## config.mk

```make
export PLATFORM = sky130hd
export DESIGN_NAME = hovalaag_run_ctrl
export DESIGN_NICKNAME = d
export VERILOG_FILES = /design/src/rtl/hovalaag_run_pkg.sv /design/src/rtl/hovalaag_bp_match.sv /design/src/rtl/hovalaag_run_ctrl.sv
export SDC_FILE = /design/constraint.sdc
export NUM_CORES = 1
export LEC_CHECK = 0
export ABC_AREA = 1
export BUFFER_PORTS_ARGS = -buffer_cell sky130_fd_sc_hd__buf_2
export CELL_PAD_IN_SITES_DETAIL_PLACEMENT = 2
export CELL_PAD_IN_SITES_GLOBAL_PLACEMENT = 2
export CORE_MARGIN = 1
export CORE_UTILIZATION = 31
export DETAILED_ROUTE_END_ITERATION = 16
export MAX_ROUTING_LAYER = met4
export PLACE_DENSITY_LB_ADDON = 0.1
export REMOVE_ABC_BUFFERS = 1
export SKIP_LAST_GASP = 1
export SLEW_MARGIN = 20
export SYNTH_ARGS = -nofsm -noshare
export SYNTH_HDL_FRONTEND = slang
export SYNTH_SLANG_ARGS = --single-unit
export TNS_END_PERCENT = 100
```

## constraint.sdc

```tcl
create_clock -name clk -period 2.6 [get_ports clk]
set_clock_uncertainty 0.05 [all_clocks]
set_input_delay 0 -clock clk [delete_from_list [all_inputs] [get_ports clk]]
set_output_delay 0 -clock clk [all_outputs]
set_load 0.01 [all_outputs]
```

## src/rtl/hovalaag_run_pkg.sv

```systemverilog
// Shared definitions for the Hovalaag CPU run controller.
//   run_state_e : controller states (STOPPED=0, RUN=1, PAUSED=2)
//   PC_*        : bit positions inside pause_cause
package hovalaag_run_pkg;

    typedef enum logic [1:0] {
        ST_STOPPED = 2'd0,
        ST_RUN     = 2'd1,
        ST_PAUSED  = 2'd2
    } run_state_e;

    localparam int PC_BP     = 0;   // paused by a breakpoint match
    localparam int PC_OUT    = 1;   // paused by a write to a masked output channel
    localparam int PC_MANUAL = 2;   // reserved, always 0
    localparam int CAUSE_W   = 3;

endpackage

```

## src/rtl/hovalaag_bp_match.sv

```systemverilog
// Breakpoint comparators: NUM_BP parallel address compares against the CPU PC.
// Ports:
//   pc      in  ADDR_WIDTH         CPU next-instruction address
//   bp_addr in  NUM_BP*ADDR_WIDTH  packed breakpoint addresses, entry 0 in the LSBs
//   bp_en   in  NUM_BP             per-comparator enable
//   hit     out NUM_BP             enabled comparators whose address equals pc
module hovalaag_bp_match
    import hovalaag_run_pkg::*;
#(
    parameter int ADDR_WIDTH = 8,
    parameter int NUM_BP     = 2
) (
    input  logic [ADDR_WIDTH-1:0]        pc,
    input  logic [NUM_BP*ADDR_WIDTH-1:0] bp_addr,
    input  logic [NUM_BP-1:0]            bp_en,
    output logic [NUM_BP-1:0]            hit
);

    // NOTE: every signal written in always_comb gets a default first, so no
    // path through the block can leave it unassigned and infer a latch.
    always_comb begin
        hit = '0;
        for (int i = 0; i < NUM_BP; i++) begin
            hit[i] = bp_en[i] && (bp_addr[i*ADDR_WIDTH +: ADDR_WIDTH] == pc);
        end
    end

endmodule

```

## src/rtl/hovalaag_run_ctrl.sv

```systemverilog
// CPU run controller for the Hovalaag harness. Derives the CPU clock and its
// IO strobes from the board clock in single-step or free-run mode, with PC
// breakpoints, pause-on-output and an executed-cycle counter.
// Ports:
//   clk, reset_n     board clock, asynchronous active-low reset
//   run_mode         1 = free run, 0 = single step
//   run_div          cpu_clk half-period in clk cycles, minus 1
//   step_btn         step request (synchronised level, acts on rising edge)
//   cont_btn         continue request (synchronised level, acts on rising edge)
//   pc               CPU next-instruction address
//   bp_addr, bp_en   packed breakpoint addresses and enables
//   out_valid        CPU output write strobe, out_select = its channel
//   out_pause_mask   per-channel pause-on-write enable
//   cnt_clr          synchronous clear of cycle_count
//   cpu_clk          registered CPU clock
//   cpu_rise         1-clk pulse in the first high clk of cpu_clk
//   cpu_rise_d       cpu_rise delayed one clk
//   paused           controller is in PAUSED
//   pause_cause      {reserved, out, bp}, sticky until continue
//   bp_hit           matching comparators, sticky until continue
//   cycle_count      number of cpu_rise pulses, saturating
module hovalaag_run_ctrl
    import hovalaag_run_pkg::*;
#(
    parameter  int DIV_WIDTH  = 24,
    parameter  int ADDR_WIDTH = 8,
    parameter  int NUM_BP     = 2,
    parameter  int NUM_OUT    = 2,
    parameter  int CNT_WIDTH  = 32,
    localparam int OUT_SEL_W  = (NUM_OUT > 1) ? $clog2(NUM_OUT) : 1
) (
    input  logic                         clk,
    input  logic                         reset_n,
    input  logic                         run_mode,
    input  logic [DIV_WIDTH-1:0]         run_div,
    input  logic                         step_btn,
    input  logic                         cont_btn,
    input  logic [ADDR_WIDTH-1:0]        pc,
    input  logic [NUM_BP*ADDR_WIDTH-1:0] bp_addr,
    input  logic [NUM_BP-1:0]            bp_en,
    input  logic                         out_valid,
    input  logic [OUT_SEL_W-1:0]         out_select,
    input  logic [NUM_OUT-1:0]           out_pause_mask,
    input  logic                         cnt_clr,
    output logic                         cpu_clk,
    output logic                         cpu_rise,
    output logic                         cpu_rise_d,
    output logic                         paused,
    output logic [CAUSE_W-1:0]           pause_cause,
    output logic [NUM_BP-1:0]            bp_hit,
    output logic [CNT_WIDTH-1:0]         cycle_count
);

    run_state_e           r_state, w_state_nxt;
    logic [DIV_WIDTH-1:0] r_div_cnt, w_div_cnt_nxt;
    logic                 r_cpu_clk, w_cpu_clk_nxt;
    logic                 r_cpu_rise, r_cpu_rise_d;
    logic [CAUSE_W-1:0]   r_pause_cause, w_pause_cause_nxt;
    logic [NUM_BP-1:0]    r_bp_hit, w_bp_hit_nxt;
    logic [CNT_WIDTH-1:0] r_cycle_count;
    logic                 r_step_q, r_cont_q;

    logic                 w_step_edge, w_cont_edge;
    logic                 w_out_trig, w_bp_trig;
    logic [NUM_BP-1:0]    w_bp_match;

    assign w_step_edge = step_btn & ~r_step_q;
    assign w_cont_edge = cont_btn & ~r_cont_q;

    hovalaag_bp_match #(
        .ADDR_WIDTH (ADDR_WIDTH),
        .NUM_BP     (NUM_BP)
    ) u_bp_match (
        .pc      (pc),
        .bp_addr (bp_addr),
        .bp_en   (bp_en),
        .hit     (w_bp_match)
    );

    // The PC is only meaningful right after the CPU has taken a rising edge,
    // so breakpoints are sampled in the cpu_rise_d clk only. That is also what
    // lets a continue at a breakpoint address run on without re-triggering.
    assign w_bp_trig  = r_cpu_rise_d && (|w_bp_match);
    // Writes to channels that do not exist never pause.
    assign w_out_trig = out_valid && (int'(out_select) < NUM_OUT) && out_pause_mask[out_select];

    // Trigger beats continue beats step; a trigger arriving while already
    // paused just accumulates cause bits.
    always_comb begin
        w_state_nxt       = r_state;
        w_div_cnt_nxt     = r_div_cnt;
        w_cpu_clk_nxt     = 1'b0;
        w_pause_cause_nxt = r_pause_cause;
        w_bp_hit_nxt      = r_bp_hit;

        if (w_out_trig || w_bp_trig) begin
            w_state_nxt               = ST_PAUSED;
            w_pause_cause_nxt[PC_OUT] = r_pause_cause[PC_OUT] | w_out_trig;
            w_pause_cause_nxt[PC_BP]  = r_pause_cause[PC_BP]  | w_bp_trig;
            if (w_bp_trig) begin
                w_bp_hit_nxt = r_bp_hit | w_bp_match;
            end
        end else begin
            unique case (r_state)
                ST_STOPPED: begin
                    if (run_mode) begin
                        w_state_nxt   = ST_RUN;
                        w_div_cnt_nxt = run_div;
                    end else begin
                        w_cpu_clk_nxt = w_step_edge;
                    end
                end
                ST_RUN: begin
                    if (!run_mode) begin
                        w_state_nxt = ST_STOPPED;
                    end else if (r_div_cnt == '0) begin
                        // run_div is sampled only here, so a new divider
                        // takes effect at the next half-period boundary.
                        w_div_cnt_nxt = run_div;
                        w_cpu_clk_nxt = ~r_cpu_clk;
                    end else begin
                        w_div_cnt_nxt = r_div_cnt - DIV_WIDTH'(1);
                        w_cpu_clk_nxt = r_cpu_clk;
                    end
                end
                ST_PAUSED: begin
                    if (w_cont_edge) begin
                        w_pause_cause_nxt = '0;
                        w_bp_hit_nxt      = '0;
                        if (run_mode) begin
                            w_state_nxt   = ST_RUN;
                            w_div_cnt_nxt = run_div;
                        end else begin
                            w_state_nxt = ST_STOPPED;
                        end
                    end else begin
                        w_cpu_clk_nxt = w_step_edge;
                    end
                end
                default: begin
                    w_state_nxt = ST_STOPPED;
                end
            endcase
        end
    end

    // NOTE: state registers use non-blocking assignments so every flop
    // samples the pre-edge values of its neighbours, whatever the order of
    // statements inside the block.
    always_ff @(posedge clk or negedge reset_n) begin
        if (!reset_n) begin
            r_state       <= ST_STOPPED;
            r_div_cnt     <= '0;
            r_cpu_clk     <= 1'b0;
            r_cpu_rise    <= 1'b0;
            r_cpu_rise_d  <= 1'b0;
            r_pause_cause <= '0;
            r_bp_hit      <= '0;
            r_cycle_count <= '0;
            r_step_q      <= 1'b0;
            r_cont_q      <= 1'b0;
        end else begin
            r_state       <= w_state_nxt;
            r_div_cnt     <= w_div_cnt_nxt;
            r_cpu_clk     <= w_cpu_clk_nxt;
            r_cpu_rise    <= w_cpu_clk_nxt & ~r_cpu_clk;
            r_cpu_rise_d  <= r_cpu_rise;
            r_pause_cause <= w_pause_cause_nxt;
            r_bp_hit      <= w_bp_hit_nxt;
            r_step_q      <= step_btn;
            r_cont_q      <= cont_btn;
            if (cnt_clr) begin
                r_cycle_count <= '0;
            end else if (r_cpu_rise && (r_cycle_count != '1)) begin
                r_cycle_count <= r_cycle_count + CNT_WIDTH'(1);
            end
        end
    end

    assign cpu_clk     = r_cpu_clk;
    assign cpu_rise    = r_cpu_rise;
    assign cpu_rise_d  = r_cpu_rise_d;
    assign paused      = (r_state == ST_PAUSED);
    assign pause_cause = r_pause_cause;
    assign bp_hit      = r_bp_hit;
    assign cycle_count = r_cycle_count;

endmodule

```

==> impl_metrics.env <==
export IMPL_cts_made_buffers=9
export IMPL_crit_path_start_kind="register"
export IMPL_async_reset_ff_frac=1.00
export IMPL_synth_area_mux_share=0
export IMPL_pin_count=101
export IMPL_die_w_um=127
export IMPL_synth_area_leader_cell="dfrtp_1"
export IMPL_synth_compound_area_frac=0.0611
export IMPL_nets=960
export IMPL_arrival_ns=2.39
export IMPL_grt_antenna_before_repair=0
export IMPL_synthToLayoutAreaGrowth_pct=25.6
export IMPL_drt_wl_total_mm=19.1
export IMPL_clk_latency_ns=0.35
export IMPL_synthCells=767
export IMPL_drc=0
export IMPL_root_buffer="clkbuf_16"
export IMPL_synth_simple_area_share=0.456
export IMPL_min_period_over_period=0.835
export IMPL_core_area_sq_um=15200
export IMPL_detailedRoute_firstIterationViolations=253
export IMPL_crit_type="register to register"
export IMPL_crit_fanout=18
export IMPL_port_buffers=99
export IMPL_syn_area_sq_um=4830
export IMPL_first_pass_iters=4
export IMPL_htreeDepth=3
export IMPL_dpl_instance_area_sq_um=5550
export IMPL_diodes=0
export IMPL_hold_class="input pin to register"
export IMPL_dp_hpwl_mm=14.5
export IMPL_grt_pass1_wl_mm=31.8
export IMPL_synth_edf_count=0
export IMPL_rows=45
export IMPL_synth_top_family_by_area="simple AND/OR/NAND/NOR gates"
export IMPL_setup_violations=0
export IMPL_via_count=5490
export IMPL_ys_warn_count=0
export IMPL_yosysMostFrequentCell="nand2_1"
export IMPL_end_kind="register"
export IMPL_status="finished clean"
export IMPL_grt_usage=0.260
export IMPL_synth_top_area_share=0.347
export IMPL_grt_max_degree=36
export IMPL_layout_drive_gt1_share=0.171
export IMPL_viasPerCell=5.04
export IMPL_cts_setup_buffers=0
export IMPL_worst_pin_slew_ns=0.901
export IMPL_synth_fa_ha_area_frac=0.00777
export IMPL_start_util=0.318
export IMPL_drv_slew=0
export IMPL_ir_drop_mv=0.316
export IMPL_p_leak_uw=0.00312
export IMPL_tns_ns=0
export IMPL_overflow=0
export IMPL_rr_worst_depth=10
export IMPL_synth_xor_area_frac=0.0344
export IMPL_period_needed_ns=2.17
export IMPL_rsz0062_at_grt="false"
export IMPL_finalHoldViolCount=0
export IMPL_final_util=0.399
export IMPL_tritoncts="built"
export IMPL_design_area_sq_um=6070
export IMPL_gp_congestion=0.830
export IMPL_powerDensity_nw_per_um2=565
export IMPL_slew_limit_headroom=0.399
export IMPL_synth_seq_cells=67
export IMPL_clkTransAtPathRegs_ns=0.06
export IMPL_post_drt_wl_per_cell_um=17.5
export IMPL_synthFlopType="dfrtp_1"
export IMPL_ys_top_cells_by_area="dfrtp_1, nand2_1, nor2_1"
export IMPL_crit_required_ns=2.82
export IMPL_grt_pass1_vias=6134
export IMPL_clock_sinks=67
export IMPL_clock_path_buffers=2
export IMPL_maxCapViolCount=0
export IMPL_worst_hold_slack_ns=0.0374
export IMPL_cts_resized=0
export IMPL_yosysSeqAreaShare=0.347
export IMPL_antenna_left=0
export IMPL_worstHoldPathCells=5
export IMPL_avgSynthCellArea_sq_um=6.30
export IMPL_synth_cell_types=37
export IMPL_yosys_top_cells_count="nand2_1, nor2_1, inv_1"
export IMPL_fp_dieH_um=127
export IMPL_fmax_mhz=460
export IMPL_dieArea_sq_um=16100
registers in the layout, indices dropped and copies added, names as in the netlist:
signal       flops
cycle_count     32
r_div_cnt       24
bp_hit           2
pause_cause      2
r_state          2
cpu_clk          1
cpu_rise         1
cpu_rise_d       1
r_cont_q         1
r_step_q         1
report_power, final:
group | switching, uW | internal (uW)
sequential | 168 | 1170
clock | 491 | 642
combinational | 617 | 343
per-stage QoR:
step	instances	worst slack, ns	power, uW
finish	1090	0.428	3430
floorplan	750	0.651	1910
detailed placement	1047	0.472	2290
global placement	1047	0.638	2230
global route	1090	0.258	3650
CTS	1090	0.389	3470
worst max-delay path, cell delays in order (launching register included):
cell and delay, ns:
dfrtp_1 0.40, ha_1 0.29, nand3_2 0.17, inv_2 0.14, nand2_2 0.10, nor2_4 0.15, nand2_2 0.09, nand2_4 0.16
nand2_2 0.11, buf_4 0.26, o21ai_1 0.16
what timing repair did:
| action | in CTS | in global routing |
|---|---|---|
| hold buffers | 27 | 0 |
| endpoints found under the hold margin | 61 | 0 |
| endpoints found under the setup margin | 0 | 0 |
routing by layer:
layer,vias up,global-route usage,part of all wire
met4,0,0.0707,0.017
li1,2677,-,-
met2,98,0.467,0.52
met5,-,-,0
met1,2688,0.301,0.43
met3,27,0.0380,0.028
kinds of logic after synthesis:
logic type,after synthesis
simple gates,516
buf+inv,105
flops,67
compound gates,56
xor+xnor,19
fa+ha+maj,3
other cells,1
worst paths after layout:
path,startpoint,to,slack [ns]
max,cycle_count[0],cycle_count[31],0.43
min,run_div[22],r_div_cnt[22],0.04
max reg2reg,cycle_count[0],cycle_count[31],0.43
min reg2reg,pause_cause[0],pause_cause[0],0.46
max in group asynchronous,reset_n,cpu_rise_d,1.46
min in group asynchronous,reset_n,r_state[0],0.33
cell usage in the layout, fill, tap and decap left out, drive strengths merged, types with 9 or more instances in the layout:
cell type	count
nand2	287
inv	88
buf	109
o21ai	48
nor2	117
xor2	9
nand3	54
dfrtp	67
dlygate4sd3	27
xnor2	10
nor3	20
nand4	29
clkbuf	13
layout make-up:
| type | count | area (sq um) |
|---|---|---|
| clock inverter | 3 | 15.0 |
| multi-input combinational | 595 | 2710 |
| inverter | 88 | 330 |
| fill | 1931 | 9130 |
| timing repair buffer | 136 | 866 |
| clock buffer | 13 | 240 |
| tap | 188 | 235 |
| sequential | 67 | 1680 |
(Power assumes the default switching activity.)
